--- src/rtl/fetch_stage.sv ---
// fetch_stage: instruction fetch unit with a registered IF output stage.
//
// Purpose:
//   Issues one instruction memory request per cycle, keeps the request
//   address stable until memory answers, and hands fetched words to decode
//   through the IF output register. If decode stalls while a response
//   arrives, a one-entry skid buffer holds that response. A redirect either
//   retargets the pc straight away, or waits for an outstanding access to
//   finish and drops its response.
//
// Ports:
//   clk, rst        - clock; asynchronous active-high reset
//   stall           - decode is not taking the IF output register this cycle
//   redirect_valid  - branch/jump redirect request
//   redirect_pc     - redirect target (bits [1:0] forced to zero)
//   imem_req        - registered instruction memory request
//   imem_addr       - request address (the pc register)
//   imem_ready      - memory response strobe
//   imem_rdata      - fetched instruction word
//   if_valid        - IF output register holds a live instruction
//   if_pc           - address of the instruction in if_instr
//   if_instr        - instruction word presented to decode

module fetch_stage #(
  parameter logic [31:0] RESET_PC = 32'h0000_0000
) (
  input  logic        clk,
  input  logic        rst,
  input  logic        stall,
  input  logic        redirect_valid,
  input  logic [31:0] redirect_pc,
  output logic        imem_req,
  output logic [31:0] imem_addr,
  input  logic        imem_ready,
  input  logic [31:0] imem_rdata,
  output logic        if_valid,
  output logic [31:0] if_pc,
  output logic [31:0] if_instr
);

  localparam logic [1:0] IDLE    = 2'd0;
  localparam logic [1:0] FETCH   = 2'd1;
  localparam logic [1:0] DISCARD = 2'd2;
  localparam logic [1:0] HOLD    = 2'd3;

  logic [1:0]  state_q,     state_d;
  logic [31:0] pc_q,        pc_d;
  logic [31:0] pending_q,   pending_d;
  logic        skidValid_q, skidValid_d;
  logic [31:0] skidPc_q,    skidPc_d;
  logic [31:0] skidInstr_q, skidInstr_d;
  logic        ifValid_q,   ifValid_d;
  logic [31:0] ifPc_q,      ifPc_d;
  logic [31:0] ifInstr_q,   ifInstr_d;
  logic        imemReq_q,   imemReq_d;

  logic [31:0] redirTarget;
  logic [31:0] pcPlus4;
  logic        outFree;

  // Next-state logic. The output register keeps its contents only while
  // decode stalls; otherwise it is treated as consumed and drops unless a
  // new instruction lands in it this cycle.
  always_comb begin
    redirTarget = {redirect_pc[31:2], 2'b00};
    pcPlus4     = pc_q + 32'd4;
    outFree     = !ifValid_q || !stall;

    state_d     = state_q;
    pc_d        = pc_q;
    pending_d   = pending_q;
    skidValid_d = skidValid_q;
    skidPc_d    = skidPc_q;
    skidInstr_d = skidInstr_q;
    ifValid_d   = ifValid_q && stall;
    ifPc_d      = ifPc_q;
    ifInstr_d   = ifInstr_q;

    case (state_q)
      IDLE: begin
        state_d = FETCH;
        if (redirect_valid) pc_d = redirTarget;
      end
      FETCH: begin
        if (redirect_valid) begin
          // A response that arrives with the redirect belongs to the old
          // path and is dropped; an outstanding access must finish first.
          if (imem_ready) begin
            pc_d = redirTarget;
          end else begin
            pending_d = redirTarget;
            state_d   = DISCARD;
          end
        end else if (imem_ready) begin
          pc_d = pcPlus4;
          if (outFree) begin
            ifValid_d = 1'b1;
            ifPc_d    = pc_q;
            ifInstr_d = imem_rdata;
          end else begin
            skidValid_d = 1'b1;
            skidPc_d    = pc_q;
            skidInstr_d = imem_rdata;
            state_d     = HOLD;
          end
        end
      end
      DISCARD: begin
        // The latest redirect always wins, even in the cycle the stale
        // response comes back.
        if (redirect_valid) pending_d = redirTarget;
        if (imem_ready) begin
          pc_d    = redirect_valid ? redirTarget : pending_q;
          state_d = FETCH;
        end
      end
      HOLD: begin
        if (redirect_valid) begin
          pc_d    = redirTarget;
          state_d = FETCH;
        end else if (!stall && skidValid_q) begin
          ifValid_d   = 1'b1;
          ifPc_d      = skidPc_q;
          ifInstr_d   = skidInstr_q;
          skidValid_d = 1'b0;
          state_d     = FETCH;
        end
      end
      default: state_d = IDLE;
    endcase

    if (redirect_valid) begin
      ifValid_d   = 1'b0;
      skidValid_d = 1'b0;
    end

    imemReq_d = (state_d == FETCH) || (state_d == DISCARD);
  end

  // State registers; reset abandons any outstanding access.
  always_ff @(posedge clk or posedge rst) begin
    if (rst) begin
      state_q     <= IDLE;
      pc_q        <= RESET_PC;
      pending_q   <= 32'd0;
      skidValid_q <= 1'b0;
      skidPc_q    <= 32'd0;
      skidInstr_q <= 32'd0;
      ifValid_q   <= 1'b0;
      ifPc_q      <= 32'd0;
      ifInstr_q   <= 32'd0;
      imemReq_q   <= 1'b0;
    end else begin
      state_q     <= state_d;
      pc_q        <= pc_d;
      pending_q   <= pending_d;
      skidValid_q <= skidValid_d;
      skidPc_q    <= skidPc_d;
      skidInstr_q <= skidInstr_d;
      ifValid_q   <= ifValid_d;
      ifPc_q      <= ifPc_d;
      ifInstr_q   <= ifInstr_d;
      imemReq_q   <= imemReq_d;
    end
  end

  assign imem_req  = imemReq_q;
  assign imem_addr = pc_q;
  assign if_valid  = ifValid_q;
  assign if_pc     = ifPc_q;
  assign if_instr  = ifInstr_q;

endmodule

--- config.mk ---
export PLATFORM = sky130hd
export DESIGN_NAME = fetch_stage
export DESIGN_NICKNAME = d
export VERILOG_FILES = /design/src/rtl/fetch_stage.sv
export SDC_FILE = /design/constraint.sdc
export NUM_CORES = 1
export LEC_CHECK = 0
export CAP_MARGIN = 10
export CORE_MARGIN = 2
export CORE_UTILIZATION = 35
export CTS_BUF_LIST = sky130_fd_sc_hd__clkbuf_8
export DETAILED_ROUTE_END_ITERATION = 8
export GPL_ROUTABILITY_DRIVEN = 0
export GPL_TIMING_DRIVEN = 0
export SYNTH_ARGS = -nofsm -noshare
export SYNTH_HDL_FRONTEND = slang
export SYNTH_SLANG_ARGS = --single-unit
--- constraint.sdc ---
create_clock -name clk -period 22.5 [get_ports clk]
set_clock_uncertainty 0.15 [all_clocks]
set_input_delay 5.625 -clock clk [delete_from_list [all_inputs] [get_ports clk]]
set_output_delay 5.625 -clock clk [all_outputs]
set_load 0.03 [all_outputs]
==> flow_summary.json, run 1 <==
{
  "yosys.area.top_type_share_pct": 50.9,
  "dp_hpwl_um": 20100,
  "setup_violations": 0,
  "cts_hold_buf": 0,
  "route.met2.wl_um": 12100,
  "clkPwrFrac_pct": 13.2,
  "met3_length_um": 1500,
  "routedWlPerCell_um": 18.6,
  "powerDensity_nw_per_um2": 149,
  "syn_inst": 907,
  "clk_path_buf_depth": 2,
  "wl_met1_um": 13200,
  "ios": 167,
  "syn_area_um2": 9690,
  "drt-total-wl_um": 27400,
  "dieArea_um2": 29000,
  "synth_warnings": 0,
  "hold_slack_ps": 349,
  "fmax_ghz": 0.130,
  "port-buffer-count": 164,
  "final_area_um2": 12300,
  "route.detailed.drc": 0,
  "area_growth_pct": 26.4,
  "rows": 60,
  "post_cts_buffers": 0,
  "firstDrtPassIters": 5,
  "async_flop_share_pct": 100,
  "hold_viol_final": 0,
  "fin_tns_setup_ps": 0,
  "start_util_pct": 35.8,
  "yosys-top-cells-area": "dfrtp_1, mux2i_1, mux2_1",
  "grt_antenna_before_repair": 0,
  "critPathKind": "in -> reg",
  "clk_pin_slew_ps": 110,
  "synthesis.nets": 981,
  "fp.coreArea_um2": 27100,
  "seqPwrFrac_pct": 34.8,
  "post_dp_cell_area_um2": 11800,
  "cts-root-buf": "clkbuf_8",
  "worst_ep_required_time_ps": 22690,
  "syn_avg_cell_area_um2": 10.7,
  "drv_slew": 0,
  "fin_ws_ps": 14810,
  "yosysTopAreaCell": "dfrtp_1",
  "worstSetupEndpointType": "flop",
  "htree_levels": 4,
  "drt_iter0_markers": 635,
  "vias": 7756,
  "clock_latency_ps": 470,
  "maxCapViolations": 0,
  "grt_usage_pct": 19.0,
  "cts.sinks": 197,
  "cp-start-kind": "input pin",
  "diodes": 0,
  "power_switching_mw": 0.829,
  "synth_ff_type": "dfrtp_1",
  "relSlewSlack_pct": 47.2,
  "via_per_inst": 5.25,
  "ys_types": 63,
  "reg2reg_depth": 8,
  "ir_worst_vdd_mv": 0.0466,
  "layout-drive-gt1-share_pct": 11.1,
  "layout.nets": 1165,
  "hold_path.class": "reg -> reg",
  "cp.arrival_ps": 7890,
  "postRouteAntennaNets": 0,
  "grt_pass1_wl_um": 42800,
  "p_leak_nw": 5.08,
  "cts_made_buffers": 17,
  "min_path_cells": 1,
  "status": "finished clean",
  "fp.dieH_um": 170,
  "cts_resized": 0,
  "grt_pass1_vias": 7430,
  "grt_max_degree": 127,
  "highest_layer": "met4",
  "p_int_mw": 0.994,
  "ys_seq_elements": 197,
  "p_comb_share_pct": 52.0,
  "pre_cts_slack_ps": 14270,
  "layout_min_cycle_time_ps": 7690,
  "switching_share_pct": 45.5,
  "overflow": 0,
  "tightestPinTransition_ps": 793,
  "rsz0062_at_grt": "false",
  "synth_edf_count": 0,
  "die_w_um": 170,
  "cts_tree": "built",
  "cp_max_fo": 10,
  "ys_seq_area_share_pct": 50.9,
  "timing.final.crit_share_pct": 34.2
}
==> registers in the layout, indices dropped and copies added, names as in the netlist <==
| signal | count |
|---|---|
| if_valid | 1 |
| if_instr | 32 |
| imem_addr | 32 |
| skidValid_q | 1 |
| pending_q | 32 |
| imem_req | 1 |
| skidPc_q | 32 |
| skidInstr_q | 32 |
| state_q | 2 |
| if_pc | 32 |
==> worst max-delay path: stages <==
cell and delay, ps:
clkdlybuf4s50_1 580, buf_2 290, buf_2 320, buf_1 420
o21ai_0 140, a221oi_1 350, o21ai_1 150
==> Yosys cell counts (3+ instances only) <==
cell type	n
a211oi_1	7
a21oi_1	92
a221o_1	3
a221oi_1	13
a22o_1	12
a22oi_1	7
a31oi_1	9
and3_1	5
buf_1	5
buf_2	38
clkbuf_1	26
dfrtp_1	197
ha_1	5
inv_1	19
mux2_1	56
mux2_2	38
mux2i_1	81
nand2_1	44
nand2b_1	3
nand3_1	18
nand4_1	5
nor2_1	84
nor2_2	3
nor2b_1	4
nor3_1	19
nor4_1	3
o21ai_0	34
o21ai_1	14
o22ai_1	9
o2bb2ai_1	4
o31a_1	4
o31ai_1	7
==> metrics by stage <==
| step | power [mW] | util [%] | instances |
|---|---|---|---|
| after floorplan | 1.22 | - | 907 |
| after global placement | 1.57 | 43.5 | 1443 |
| after detailed placement | 1.59 | 43.7 | 1444 |
| after CTS | 1.83 | 45.2 | 1476 |
| after global routing | 1.94 | 45.2 | 1476 |
| final | 1.82 | 45.2 | 1476 |
==> placed cells by master, fill, tap and decap left out, types with 4 or more instances in the layout <==
| master | n |
|---|---|
| a211oi_1 | 7 |
| a21oi_1 | 92 |
| a221oi_1 | 13 |
| a22o_1 | 12 |
| a22oi_1 | 7 |
| a31oi_1 | 9 |
| and3_1 | 5 |
| buf_1 | 5 |
| buf_2 | 38 |
| clkbuf_1 | 26 |
| clkbuf_8 | 17 |
| clkdlybuf4s50_1 | 164 |
| dfrtp_1 | 197 |
| ha_1 | 5 |
| inv_1 | 18 |
| inv_6 | 5 |
| inv_8 | 4 |
| mux2_1 | 56 |
| mux2_2 | 38 |
| mux2i_1 | 81 |
| nand2_1 | 44 |
| nand3_1 | 18 |
| nand4_1 | 5 |
| nor2_1 | 84 |
| nor2b_1 | 4 |
| nor3_1 | 19 |
| o21ai_0 | 34 |
| o21ai_1 | 14 |
| o22ai_1 | 9 |
| o2bb2ai_1 | 4 |
| o31a_1 | 4 |
| o31ai_1 | 7 |
==> cell families (layout without fill, tap and decap cells) <==
family                   Yosys count  count (layout)  synth area share (%)
AO/OA/AOI/OAI                    235             235                  15.1
XOR/XNOR                           3               3                 0.271
adder cells (fa/ha/maj)            5               5                 0.645
buffers and inverters             92             289                  4.14
flip-flops                       197             197                  50.9
multiplexers                     175             175                  19.3
AND/OR/NAND/NOR                  200             200                  9.69
==> power groups by stage <==
stage / Sequential (mW) / Clock [mW] / Combinational (mW)
floorplan: 0.777 / 0 / 0.442
global placement: 0.635 / 0 / 0.936
detailed placement: 0.643 / 0 / 0.944
CTS: 0.635 / 0.249 / 0.948
global route: 0.657 / 0.262 / 1.02
finish: 0.634 / 0.240 / 0.948
==> routing by layer <==
metal / track usage (%) / up-vias
met5: 0 / -
met4: 5.76 / 0
met3: 3.16 / 44
met2: 29.2 / 284
met1: 27.4 / 3769
li1: - / 3659
==> area by class of cell <==
| type | count | area (µm²) |
|---|---|---|
| plain buffers | 71 | 323 |
| clock buffers | 17 | 234 |
| clock inverters | 15 | 181 |
| fillers | 2583 | 14900 |
| inverters | 21 | 86.3 |
| multi-input cells | 618 | 4360 |
| flip-flops and latches | 197 | 4930 |
| well taps | 372 | 465 |
| repair buffers | 165 | 1670 |
==> final timing paths <==
path                            slack, ps              end           start
max in group asynchronous           15740    pending_q[26]             rst
worst max register to register      19660    imem_addr[27]      state_q[0]
worst max-delay path                14810     imem_addr[7]  redirect_valid
worst min register to register        350     skidPc_q[30]    skidPc_q[30]
worst min-delay path                  350     skidPc_q[30]    skidPc_q[30]
min in group asynchronous            5440  skidInstr_q[12]             rst
No activity file was read; power rests on OpenSTA's default activity.
==> run 2, diff against run 1 <==
==> constraint.sdc (replaced) <==
create_clock -name clk -period 8 [get_ports clk]
set_clock_uncertainty 0.15 [all_clocks]
set_input_delay 2 -clock clk [delete_from_list [all_inputs] [get_ports clk]]
set_output_delay 2 -clock clk [all_outputs]
set_load 0.03 [all_outputs]
==> results of run 2 <==
The final DEF is identical to that of run 1. Status: finished clean.
Main changes from that run: setup slack after placement 14270 ps -> 3400 ps; setup slack after layout 14810 ps -> 3930 ps; register-to-register setup slack 19660 ps -> 5160 ps; total power 1.82 mW -> 5.13 mW; worst IR drop on VDD 0.0466 mV -> 0.131 mV
==> run 3, diff against run 2 <==
==> constraint.sdc (replaced) <==
create_clock -name clk -period 3.6 [get_ports clk]
set_clock_uncertainty 0.15 [all_clocks]
set_input_delay 0.9 -clock clk [delete_from_list [all_inputs] [get_ports clk]]
set_output_delay 0.9 -clock clk [all_outputs]
set_load 0.03 [all_outputs]
==> flow_summary.json, run 3 (synthesis results as in run 1) <==
{
  "status": "finished clean",
  "multiInputGateArea_um2": 4360,
  "seqPwrFrac_pct": 34.9,
  "clkPwrFrac_pct": 12.6,
  "total_power_mw": 11.4,
  "fin_util_pct": 45.4,
  "routedWlPerCell_um": 18.7,
  "layout_min_cycle_time_ps": 3030,
  "route.detailed.drc": 0,
  "p_comb_share_pct": 52.5,
  "cp.arrival_ps": 3290,
  "port-buffer-count": 164,
  "worstSetupEndpointType": "flop",
  "grt_max_degree": 41,
  "cp_max_fo": 10,
  "rr_startpoint": "state_q[0]",
  "tightestPinTransition_ps": 828,
  "hold_viol_final": 0,
  "critPathKind": "in -> reg",
  "switching_share_pct": 45.9,
  "vias": 7806,
  "cp-start-kind": "input pin",
  "cts.sinks": 197,
  "hold_path.class": "reg -> reg",
  "power_switching_mw": 5.21,
  "ff2ff_setup_slack_ps": 740,
  "grt_usage_pct": 19.3,
  "cts_made_buffers": 17,
  "fp.dieH_um": 170,
  "rows": 60,
  "grt_pass1_wl_um": 43200,
  "startpoint": "imem_ready",
  "p_int_mw": 6.15,
  "mostFrequentLayoutCells": "dfrtp_1, clkdlybuf4s50_1, a21oi_1",
  "powerDensity_nw_per_um2": 924,
  "rsz0062_at_grt": "false",
  "layout.nets": 1169,
  "via_per_inst": 5.27,
  "drt_iter0_markers": 670,
  "htree_levels": 4,
  "grt_pass1_vias": 7378,
  "cts_tree": "built",
  "cts_resized": 0,
  "post_cts_buffers": 0,
  "hold_slack_ps": 347,
  "worst_ep_required_time_ps": 3860,
  "start_util_pct": 35.8,
  "ios": 167,
  "min_path_cells": 1,
  "rr_endpoint": "imem_addr[31]",
  "final_common_cell": "dfrtp_1",
  "area_growth_pct": 26.8,
  "ir_worst_vdd_mv": 0.360,
  "dp_hpwl_um": 20600,
  "firstDrtPassIters": 5,
  "relSlewSlack_pct": 44.8,
  "cts-root-buf": "clkbuf_8",
  "maxCapViolations": 0,
  "die_w_um": 170,
  "dieArea_um2": 29000,
  "clk_pin_slew_ps": 120,
  "drt-total-wl_um": 27700,
  "p_leak_nw": 5.10,
  "critPathCapture": "if_instr[1]",
  "drv_slew": 0,
  "fmax_ghz": 0.330,
  "regArea_um2": 4930,
  "overflow": 0,
  "timing.final.crit_share_pct": 84.2,
  "grt_antenna_before_repair": 0,
  "cts_hold_buf": 0,
  "diodes": 0,
  "reg2reg_depth": 8,
  "layout-drive-gt1-share_pct": 11.5,
  "fp.coreArea_um2": 27100,
  "postRouteAntennaNets": 0,
  "fillers": 2611,
  "setup_violations": 0,
  "clock_latency_ps": 470,
  "clk_path_buf_depth": 2
}
==> run 3: changes by cell type in the layout (fill, tap and decap cells not counted), sizes merged <==
cell,before,now
buf,45,49
clkinvlp,1,3
inv,29,28
bufinv,1,0
==> run 3: power groups by stage <==
stage                     Clock (mW)  Sequential [mW]  Combinational (mW)
after detailed placement           0             4.02                5.93
after CTS                       1.48             3.96                5.95
after global routing            1.58             4.10                6.43
after floorplan                    0             4.86                2.76
after global placement             0             3.97                5.85
final                           1.44             3.96                5.96
==> run 3: final cells by class <==
class                   instances  area share (%)
flip-flops and latches        197            40.1
repair buffers                169            14.2
clock inverters                15            1.27
inverters                      21           0.672
clock buffers                  17            1.90
plain buffers                  71            2.63
multi-input cells             618            35.5
well taps                     372            3.79
==> run 3: routing by layer <==
metal  up-vias  GRT usage, %  part of all wire (%)
met5         -             0                     0
met2       309          29.9                    45
met4         0          4.87                   1.6
met3        31          3.19                   6.0
li1       3656             -                     -
met1      3810          28.1                    47
==> run 3: worst min-delay path by stage <==
stage               slack (ps)             from              end
floorplan                  300     pending_q[3]     pending_q[3]
global placement           320    pending_q[20]    pending_q[20]
detailed placement         320    pending_q[19]    pending_q[19]
CTS                        350     skidPc_q[31]     skidPc_q[31]
global route               360   skidInstr_q[8]   skidInstr_q[8]
finish                     350  skidInstr_q[25]  skidInstr_q[25]
==> run 3: worst max-delay path: stages <==
cell             delay [ps]
clkdlybuf4s50_1         510
buf_2                   210
nand2_1                  80
a221oi_1                540
buf_2                   360
clkbuf_1                460
nor2_1                   80
a21oi_1                 150
==> run 3: metrics by stage <==
step                TNS [ps]  setup slack, ps  area, µm²  cells
floorplan                  0             3.63       9700    907
global placement     -341950            -1760      11800   1443
detailed placement         0             98.7      11900   1448
CTS                        0              635      12300   1480
global route               0              482      12300   1480
finish                     0              568      12300   1480
